--- src/rtl/rx_dll_pkg.sv ---
// Shared definitions for the receive data link layer: FSM states, header
// field positions and the LCRC step function used by both DLL directions.
package rx_dll_pkg;

    localparam int unsigned DW          = 32;
    localparam int unsigned HDR_SEQ_LSB = 16;
    localparam int unsigned HDR_SEQ_MSB = 27;
    localparam int unsigned HDR_LEN_LSB = 0;
    localparam int unsigned HDR_LEN_MSB = 7;
    localparam int unsigned CNT_W       = 9;

    localparam logic [DW-1:0] CRC_POLY = 32'h04C1_1DB7;
    localparam logic [DW-1:0] CRC_INIT = 32'hFFFF_FFFF;

    typedef enum logic [2:0] {
        ST_IDLE = 3'd0,
        ST_RECV = 3'd1,
        ST_LCRC = 3'd2,
        ST_SKIP = 3'd3,
        ST_FWD  = 3'd4
    } state_e;

    // One 32-bit CRC step, data fed MSB first, no reflection or inversion.
    function automatic logic [DW-1:0] crc32_dw(input logic [DW-1:0] crc,
                                               input logic [DW-1:0] data);
        logic [DW-1:0] c;
        c = crc ^ data;
        for (int i = 0; i < 32; i++) begin
            c = c[31] ? ({c[30:0], 1'b0} ^ CRC_POLY) : {c[30:0], 1'b0};
        end
        return c;
    endfunction

endpackage

--- src/rtl/rx_dll_tlp_buffer.sv ---
// Store-and-forward TLP body buffer: write pointer rewinds on each header,
// read pointer walks the stored words during forwarding.
module rx_dll_tlp_buffer
    import rx_dll_pkg::*;
#(
    parameter int unsigned MAX_TLP_DW = 16
) (
    input  logic          clk,
    input  logic          reset_n,
    input  logic          clr_i,
    input  logic          wr_en_i,
    input  logic [DW-1:0] wr_data_i,
    input  logic          rd_adv_i,
    output logic [DW-1:0] rd_data_o_c
);

    localparam int unsigned AW = (MAX_TLP_DW > 1) ? $clog2(MAX_TLP_DW) : 1;

    logic [DW-1:0] mem_q [MAX_TLP_DW];
    logic [AW-1:0] wr_ptr_q, wr_ptr_d;
    logic [AW-1:0] rd_ptr_q, rd_ptr_d;

    always_comb begin
        wr_ptr_d = wr_ptr_q;
        rd_ptr_d = rd_ptr_q;
        if (clr_i) begin
            wr_ptr_d = '0;
            rd_ptr_d = '0;
        end else begin
            if (wr_en_i)  wr_ptr_d = wr_ptr_q + AW'(1);
            if (rd_adv_i) rd_ptr_d = rd_ptr_q + AW'(1);
        end
    end

    always_ff @(posedge clk) begin
        if (!reset_n) begin
            wr_ptr_q <= '0;
            rd_ptr_q <= '0;
        end else begin
            wr_ptr_q <= wr_ptr_d;
            rd_ptr_q <= rd_ptr_d;
        end
    end

    // Payload storage carries no reset; contents are only read after a full write.
    always_ff @(posedge clk) begin
        if (wr_en_i) mem_q[wr_ptr_q] <= wr_data_i;
    end

    assign rd_data_o_c = mem_q[rd_ptr_q];

endmodule

--- src/rtl/rx_data_link_layer.sv ---
// Receive data link layer: checks LCRC and sequence of each framed TLP,
// answers with ack/nack and forwards good in-order TLPs from a buffer.
module rx_data_link_layer
    import rx_dll_pkg::*;
#(
    parameter int unsigned MAX_TLP_DW = 16,
    parameter int unsigned SEQ_W      = 12
) (
    input  logic          clk,
    input  logic          reset_n,
    input  logic [DW-1:0] tlp_data_in,
    input  logic          tlp_data_in_valid,
    output logic          tlp_data_in_ready,
    output logic [DW-1:0] tlp_data_out,
    output logic          tlp_data_out_valid,
    input  logic          tlp_data_out_ready,
    output logic          tlp_data_out_last,
    output logic          ack,
    output logic          nack
);

    localparam logic [SEQ_W-1:0] SEQ_HALF = {1'b1, {(SEQ_W-1){1'b0}}};

    state_e            state_q, state_d;
    logic [CNT_W-1:0]  cnt_q, cnt_d;
    logic [7:0]        len_q, len_d;
    logic [SEQ_W-1:0]  seq_q, seq_d;
    logic [SEQ_W-1:0]  exp_seq_q, exp_seq_d;
    logic [DW-1:0]     crc_q, crc_d;
    logic              ack_q, ack_d, nack_q, nack_d;
    logic              in_ready_q, in_ready_d;
    logic [DW-1:0]     out_data_q, out_data_d;
    logic              out_valid_q, out_valid_d;
    logic              out_last_q, out_last_d;

    logic              in_fire, out_fire;
    logic              buf_clr, buf_wr, buf_adv;
    logic [DW-1:0]     buf_rd_data;
    logic [SEQ_W-1:0]  hdr_seq, seq_diff;
    logic [7:0]        hdr_len;
    logic              len_ok;

    rx_dll_tlp_buffer #(.MAX_TLP_DW(MAX_TLP_DW)) u_buf (
        .clk         (clk),
        .reset_n     (reset_n),
        .clr_i       (buf_clr),
        .wr_en_i     (buf_wr),
        .wr_data_i   (tlp_data_in),
        .rd_adv_i    (buf_adv),
        .rd_data_o_c (buf_rd_data)
    );

    assign in_fire  = tlp_data_in_valid & in_ready_q;
    assign out_fire = out_valid_q & tlp_data_out_ready;
    assign hdr_seq  = SEQ_W'(tlp_data_in[HDR_SEQ_MSB:HDR_SEQ_LSB]);
    assign hdr_len  = tlp_data_in[HDR_LEN_MSB:HDR_LEN_LSB];
    assign len_ok   = (hdr_len != 8'd0) && (32'(hdr_len) <= MAX_TLP_DW);
    // Positive distance behind expected (in the lower half window) marks a duplicate.
    assign seq_diff = exp_seq_q - seq_q;

    always_comb begin
        state_d     = state_q;
        cnt_d       = cnt_q;
        len_d       = len_q;
        seq_d       = seq_q;
        exp_seq_d   = exp_seq_q;
        crc_d       = crc_q;
        ack_d       = 1'b0;
        nack_d      = 1'b0;
        out_data_d  = out_data_q;
        out_valid_d = out_valid_q;
        out_last_d  = out_last_q;
        buf_clr     = 1'b0;
        buf_wr      = 1'b0;
        buf_adv     = 1'b0;

        case (state_q)
            ST_IDLE: if (in_fire) begin
                seq_d   = hdr_seq;
                len_d   = hdr_len;
                crc_d   = crc32_dw(CRC_INIT, tlp_data_in);
                buf_clr = 1'b1;
                if (len_ok) begin
                    cnt_d   = '0;
                    state_d = ST_RECV;
                end else begin
                    cnt_d   = CNT_W'(hdr_len) + CNT_W'(1);
                    state_d = ST_SKIP;
                end
            end
            ST_RECV: if (in_fire) begin
                buf_wr = 1'b1;
                crc_d  = crc32_dw(crc_q, tlp_data_in);
                cnt_d  = cnt_q + CNT_W'(1);
                if (cnt_q + CNT_W'(1) == CNT_W'(len_q)) state_d = ST_LCRC;
            end
            ST_LCRC: if (in_fire) begin
                state_d = ST_IDLE;
                if (tlp_data_in != crc_q) begin
                    nack_d = 1'b1;
                end else if (seq_diff == '0) begin
                    ack_d       = 1'b1;
                    exp_seq_d   = exp_seq_q + SEQ_W'(1);
                    out_valid_d = 1'b1;
                    out_data_d  = buf_rd_data;
                    out_last_d  = (len_q == 8'd1);
                    buf_adv     = 1'b1;
                    cnt_d       = '0;
                    state_d     = ST_FWD;
                end else if (seq_diff < SEQ_HALF) begin
                    ack_d = 1'b1;
                end else begin
                    nack_d = 1'b1;
                end
            end
            ST_SKIP: if (in_fire) begin
                cnt_d = cnt_q - CNT_W'(1);
                if (cnt_q == CNT_W'(1)) begin
                    nack_d  = 1'b1;
                    state_d = ST_IDLE;
                end
            end
            ST_FWD: if (out_fire) begin
                if (out_last_q) begin
                    out_valid_d = 1'b0;
                    out_last_d  = 1'b0;
                    state_d     = ST_IDLE;
                end else begin
                    cnt_d      = cnt_q + CNT_W'(1);
                    out_data_d = buf_rd_data;
                    out_last_d = (cnt_q + CNT_W'(2) == CNT_W'(len_q));
                    buf_adv    = 1'b1;
                end
            end
            default: state_d = ST_IDLE;
        endcase

        in_ready_d = (state_d != ST_FWD);
    end

    always_ff @(posedge clk) begin
        if (!reset_n) begin
            state_q     <= ST_IDLE;
            cnt_q       <= '0;
            len_q       <= '0;
            seq_q       <= '0;
            exp_seq_q   <= '0;
            crc_q       <= CRC_INIT;
            ack_q       <= 1'b0;
            nack_q      <= 1'b0;
            in_ready_q  <= 1'b0;
            out_data_q  <= '0;
            out_valid_q <= 1'b0;
            out_last_q  <= 1'b0;
        end else begin
            state_q     <= state_d;
            cnt_q       <= cnt_d;
            len_q       <= len_d;
            seq_q       <= seq_d;
            exp_seq_q   <= exp_seq_d;
            crc_q       <= crc_d;
            ack_q       <= ack_d;
            nack_q      <= nack_d;
            in_ready_q  <= in_ready_d;
            out_data_q  <= out_data_d;
            out_valid_q <= out_valid_d;
            out_last_q  <= out_last_d;
        end
    end

    assign tlp_data_in_ready  = in_ready_q;
    assign tlp_data_out       = out_data_q;
    assign tlp_data_out_valid = out_valid_q;
    assign tlp_data_out_last  = out_last_q;
    assign ack                = ack_q;
    assign nack               = nack_q;

endmodule

--- config.mk ---
export PLATFORM = sky130hd
export DESIGN_NAME = rx_data_link_layer
export DESIGN_NICKNAME = d
export VERILOG_FILES = /design/src/rtl/rx_dll_pkg.sv /design/src/rtl/rx_dll_tlp_buffer.sv /design/src/rtl/rx_data_link_layer.sv
export SDC_FILE = /design/constraint.sdc
export NUM_CORES = 1
export LEC_CHECK = 0
export CAP_MARGIN = 30
export CELL_PAD_IN_SITES_DETAIL_PLACEMENT = 0
export CELL_PAD_IN_SITES_GLOBAL_PLACEMENT = 1
export CORE_MARGIN = 2
export CORE_UTILIZATION = 53
export DETAILED_ROUTE_END_ITERATION = 8
export HOLD_SLACK_MARGIN = 0.08
export PLACE_DENSITY_LB_ADDON = 0.1
export SLEW_MARGIN = 20
export SYNTH_ARGS = -nofsm -noshare
export SYNTH_HDL_FRONTEND = slang
export SYNTH_SLANG_ARGS = --single-unit
export TNS_END_PERCENT = 20
--- constraint.sdc ---
create_clock -name clk -period 4.9 [get_ports clk]
set_input_delay 0.98 -clock clk [delete_from_list [all_inputs] [get_ports clk]]
set_output_delay 0.98 -clock clk [all_outputs]
set_load 0.01 [all_outputs]
; After elaboration in Yosys (flattened, before gate mapping)
; Memory sizes are Yosys's and may differ from the RTL's. A register that Yosys moved wholly into a read port is not among the register bits.
; Index checks and enable logic that the tools add are counted.
[op_classes]
n_addsub = 8
magnitude_cmp = 2
eq_ne = 19
n_mux = 129
bitwise_logic = 72
reduce_logical = 16
[op_table]
columns = op, count
row1 = 27-bit two-way mux, 64
row2 = 14-bit NOT, 64
row3 = 32-bit two-way mux, 7
row4 = 32-bit case mux with 2 select lines, 2
row5 = 9-bit two-way mux, 9
row6 = 9-bit case mux with 5 select lines, 1
row7 = 32-bit inequality test, 1
row8 = 32-bit NOT, 1
row9 = 32-bit XOR, 1
row10 = 3-bit two-way mux, 10
row11 = 1-bit two-way mux, 28
row12 = 9-bit by 8-bit == test with 1-bit output, 2
row13 = "2-bit inequality test, second input constant", 9
row14 = 3-bit case mux with 5 select lines, 1
row15 = "12-bit by 1-bit adder with 12-bit output, second input constant", 1
row16 = 12-bit zero test, 1
row17 = "12-bit < comparator, second input constant", 1
row18 = 6-bit AND reduction, 2
row19 = 12-bit subtractor, 1
row20 = "8-bit by 1-bit adder with 9-bit output, second input constant", 1
row21 = "9-bit by 1-bit adder with 9-bit output, second input constant", 1
row22 = "9-bit by 2-bit adder with 9-bit output, second input constant", 1
row23 = "9-bit by 1-bit == test with 1-bit output, second input constant", 1
row24 = 9-bit AND reduction, 1
row25 = 24 further kinds, 35
[totals]
ff_bits = 121
mem_bits_rw = 512
inputBits = 36
output_inout_bits = 37
mem_count = 1
[mem_list]
columns = name, depth, width, rd, rd_ports_with_merged_regs, wr, line_no
row1 = u_buf.mem_q, 16, 32, 1, 1, 1, rx_dll_tlp_buffer.sv:19  ; logic [DW-1:0] mem_q [MAX_TLP_DW];

; Logic depth before layout (Yosys ltp)
[logic_depth]
word_depth = 67
mapped_depth = 17

; Hierarchy
; A second synthesis with hierarchy kept.
[hier_totals]
cells_unflattened = 2179
hier_area_um2 = 31377.6
[by_module_without_submodules]
columns = mod, instances, cells_per_inst, area_per_inst_um2, seq_area_each_um2
row1 = rx_dll_tlp_buffer, 1, 847, 19666.4, 15615.0
row2 = rx_data_link_layer, 1, 1332, 11711.2, 2262.2

; Worst setup path before layout
; OpenSTA, ideal clock, no wires.
[synth_path]
kind = input-to-reg
startpoint = in tlp_data_in[27]
endpoint = reg crc_q[13]
setup_time_ns = 0.120
t_arrival_ns = 4.358
t_required_ns = 4.780
slack_ns = 0.422
stages = 13
n_path_buf = 1
cell_sequence = buf_4 -> xnor2_4 -> xor3_1 -> xor2_2 -> xnor3_2 -> xnor2_4 -> xnor2_4 -> xnor2_4 -> xnor2_1 -> xor2_1 -> xnor2_1 -> a21oi_1 -> a211o_1
[synth_via]
elab_chain_len = 36
[synth_rtl]
columns = item, line_no
row1 = "start, declared", rx_data_link_layer.sv:11  ; input logic [DW-1:0] tlp_data_in,
row2 = 32-bit XOR or 32-bit NOT (tied branches), --
row3 = 27-bit two-way mux (6 in series), rx_dll_pkg.sv:29  ; c = c[31] ? ({c[30:0], 1'b0} ^ CRC_POLY) : {c[30:0], 1'b0};
row4 = 14-bit NOT (no source line), --
row5 = 27-bit two-way mux, rx_dll_pkg.sv:29
row6 = 14-bit NOT (no source line), --
row7 = 27-bit two-way mux (3 in series), rx_dll_pkg.sv:29
row8 = 14-bit NOT (no source line), --
row9 = 27-bit two-way mux (3 in series), rx_dll_pkg.sv:29
row10 = [... 10 more ...], --
row11 = 14-bit NOT (no source line), --
row12 = 27-bit two-way mux, rx_dll_pkg.sv:29
row13 = 14-bit NOT (no source line), --
row14 = 27-bit two-way mux, rx_dll_pkg.sv:29
row15 = 14-bit NOT (no source line), --
row16 = 27-bit two-way mux (2 in series), rx_dll_pkg.sv:29
row17 = "32-bit two-way mux, on equally long branches", "rx_data_link_layer.sv:91, rx_data_link_layer.sv:78"
row18 = 32-bit case mux with 2 select lines (*), rx_data_link_layer.sv:77  ; case (state_q)
row19 = "end signal, assigned", rx_data_link_layer.sv:161  ; crc_q <= crc_d;
row20 = "end, declared", rx_data_link_layer.sv:29  ; logic [DW-1:0] crc_q, crc_d;
; Every way passes the cells marked *; elsewhere a longest branch is shown, timed or not. The select of a mux whose other input is x is not followed.
; A chain may end at the register's enable or synchronous reset.

; Worst setup path in the final report
[layout_path]
startpoint = in tlp_data_in[27]
endpoint = reg crc_q[25]
[layout_via]
elab_chain_len = 35
[layout_rtl]
columns = item, line_no
row1 = 32-bit XOR or 32-bit NOT (tied branches), --
row2 = 27-bit two-way mux (2 in series), rx_dll_pkg.sv:29
row3 = 14-bit NOT (no source line), --
row4 = 27-bit two-way mux (2 in series), rx_dll_pkg.sv:29
row5 = 14-bit NOT (no source line), --
row6 = 27-bit two-way mux, rx_dll_pkg.sv:29
row7 = 14-bit NOT (no source line), --
row8 = 27-bit two-way mux (2 in series), rx_dll_pkg.sv:29
row9 = [... 9 more ...], --
row10 = 14-bit NOT (no source line), --
row11 = 27-bit two-way mux (6 in series), rx_dll_pkg.sv:29
row12 = 14-bit NOT (no source line), --
row13 = 27-bit two-way mux, rx_dll_pkg.sv:29
row14 = 14-bit NOT (no source line), --
row15 = 27-bit two-way mux (3 in series), rx_dll_pkg.sv:29
row16 = "32-bit two-way mux, on equally long branches", "rx_data_link_layer.sv:91, rx_data_link_layer.sv:78"
row17 = 32-bit case mux with 2 select lines (*), rx_data_link_layer.sv:77
; Marks and branches as above.

==> qor.txt <==
status: finished, final reports clean
layout cells sized above 1: 24.3%
iteration-0 DRC count of the detailed router: 1827
Design Area, Final: 37000 sq um
DIE HEIGHT: 247 um
syn_nets: 2213
Max transition margin: 37.8%
die area: 61100 sq um
first-pass GRT wire length: 128000 um
# IOs: 73
RePlAce Congestion: 0.903
n_diodes: 0
Worst path max stage delay: 0.50 ns
cts bufs inserted: 69
initial cell density of the core: 53.4%
sequential share of the synthesized area: 57.0%
Setup CP Type: input port to flop
RSZ-0062 raised after global routing: no
simple-gate share of the synthesized area: 6.13%
Remaining Overflow, GRT: 0
Synth Warn #: 0
largest net degree at the start of global routing: 59
final antenna-violating net count: 0
CTS clock-pin slew for the worst setup and hold paths: 0.06 ns
slowest CP cell: xnor3_2
via count: 19300
startpoint types: input port
Distinct cells, synth: 67
top_reg_cell synth: edfxtp_1
number of flops mapped to enable cells by yosys: 512
number of setup buffers added after CTS: 0
final setup fails: 0
Post-Syn Instances: 2149
H-Tree Depth: 3
chip width: 247 um
final hold violation count: 0
total clock sinks: 637
area share of xor/xnor cells in the synthesized design: 18.1%
kind of cell adding the most delay to the critical path: XOR/XNOR gates
HP Class: flop to flop
wire length per cell: 26.3 um
CP max FO: 9
Clk Tree Root Cell: clkbuf_16
Clock Tree Buf Depth: 3
hold buffers post-CTS: 0
vias per cell: 5.92
TritonRoute pass-1 iters: 5
Total Wirelength: 85500 um
DP HPWL: 56800 um
Min Hold Slack: 0.454 ns
worst path bufs/invs: 3
final worst path period need: 4.44 ns
Mapped Area: 31300 sq um
WP data required: 5.37 ns
fin crit share: 90.7%
TNS Setup: 0 ns
critical-path cell list: clkdlybuf4s50_1 -> buf_12 -> xnor2_4 -> xor3_1 -> xor2_2 -> xnor3_2 -> xnor2_4 -> xnor2_4 -> xnor2_4 -> buf_4 -> xnor2_1 -> xor2_1 -> nor2_1 -> o311ai_0
core area: 58700 sq um
pin slew with the least headroom to its limit: 0.933 ns
multiplexer share of the synthesized area: 11.7%
Pins Over Slew Limit: 0
TritonCTS clock tree: yes
initial antenna violation count: 0
FFs w/ async S/R, synth: 0%
DP Area: 34800 sq um
Synth Area in Adders: 1.12%
CP most frequent cell: xnor2_4
Residual DRC: 0
GRT Total Usage: 29.0%
largest family of logic cells by synthesized area: XOR/XNOR gates
I/O Buffers: 72
worst skew pair latency: 0.62 ns
maxcap violations: 0
post_cts resized: 0
final net count: 2490
Area growth, synth to finish: 18.0%
vias in the first global route: 19300
Row Count: 89
Mean Syn Cell Area: 14.6 sq um
Worst EP arrival: 4.92 ns
crit end category: flop
Setup Skew: 0.0382 ns
Yosys reg bits: 637
Synth Area in Compound Gates: 4.02%
f_max: 225 MHz
==> worst paths after layout <==
check                  startpoint               end  slack, ns  cells past startpoint
hold reg to reg         seq_q[10]         seq_q[10]       0.45                      2
hold / removal          seq_q[10]         seq_q[10]       0.45                      2
setup reg to reg         seq_q[1]  tlp_data_out[16]       0.63                     17
setup / recovery  tlp_data_in[27]         crc_q[25]       0.46                     14
==> worst register-to-register path, cell delays in order (launching register included) <==
cell      delay, ns
dfxtp_1        0.33
inv_1          0.07
ha_1           0.30
nor2b_1        0.13
o21ai_0        0.21
a21boi_0       0.12
o21ai_0        0.25
a21o_1         0.20
nand2_1        0.07
or3_1          0.37
a221o_1        0.35
a21oi_1        0.27
and3_1         0.20
nand4_1        0.22
buf_4          0.27
and2_1         0.35
buf_12         0.26
o21ai_0        0.21
==> metrics by stage <==
| step | instances | setup slack (ns) | utilization [%] |
|---|---|---|---|
| 6_report | 3253 | 0.457 | 63.0 |
| 5_1_grt | 3253 | 0.234 | 63.0 |
| 4_1_cts | 3253 | 0.471 | 63.0 |
| 3_5_place_dp | 3128 | -0.141 | 59.3 |
| 3_3_place_gp | 3128 | -0.0860 | 59.3 |
| 2_1_floorplan | 2149 | 0.422 | - |
==> registers in the layout, summed over array words and instances, names as in the netlist, named ones only <==
name                cells
u_buf.mem_q           512
crc_q                  32
tlp_data_out           32
exp_seq_q              12
seq_q                  12
cnt_q                   9
len_q                   8
u_buf.rd_ptr_q          4
u_buf.wr_ptr_q          4
state_q                 3
ack                     1
nack                    1
tlp_data_in_ready       1
tlp_data_out_last       1
tlp_data_out_valid      1
==> cells in the mapped netlist, types with 34 or more instances <==
library cell / number / area, sq um
o21ai_0: 61 / 305
xor2_1: 119 / 1040
inv_1: 36 / 135
xnor2_1: 360 / 3150
a21oi_1: 60 / 300
nor2_1: 94 / 353
nand3_1: 35 / 175
dfxtp_1: 125 / 2500
clkbuf_1: 86 / 323
mux4_2: 160 / 3600
edfxtp_1: 512 / 15400
nand4_1: 57 / 357
nand2_1: 154 / 578
xnor2_2: 34 / 553
==> cell type report <==
class,count,area (sq um)
clock buffer,80,1790
clock inverter,45,400
fill,4325,21700
inverter,37,139
multi-input combinational,1361,13000
sequential,637,17900
tap,773,967
timing repair buffer,320,2820
==> routing by layer <==
| metal | GRT usage (%) | routed length, um | vias to the layer above |
|---|---|---|---|
| li1 | - | - | 8546 |
| met1 | 42.2 | 36900 | 9764 |
| met2 | 45.6 | 40200 | 815 |
| met4 | 7.26 | 2040 | 0 |
| met3 | 4.74 | 6380 | 130 |
| met5 | 0 | 0 | - |
==> placed cells by master (no fill, tap or decap), types with 7 or more instances in the layout <==
cell,n
nand2_1,154
clkinv_2,15
clkinv_1,15
clkbuf_16,70
clkbuf_1,10
nor2_4,16
xor2_2,9
and2_1,7
nor4_1,16
or3_1,11
o21ai_0,61
xnor3_2,7
edfxtp_1,512
xnor2_1,360
ha_1,28
buf_12,19
xor2_1,119
clkdlybuf4s50_1,71
o211ai_1,8
xnor2_4,12
dfxtp_1,121
nor3_1,9
o311ai_0,12
xnor2_2,34
nand3_1,34
nor2_1,77
inv_1,36
a21oi_1,60
mux4_2,160
nand4_1,57
buf_4,230
==> kinds of logic after synthesis <==
| group | after synthesis |
|---|---|
| flip-flops | 637 |
| buffers and inverters | 151 |
| AND/OR/NAND/NOR | 412 |
| AO/OA/AOI/OAI | 203 |
| adder cells (fa/ha/maj) | 28 |
| XOR/XNOR | 553 |
| multiplexers | 165 |
Power is not shown: default switching activity piles up to over one toggle a cycle in this logic, so the estimate is an artifact.
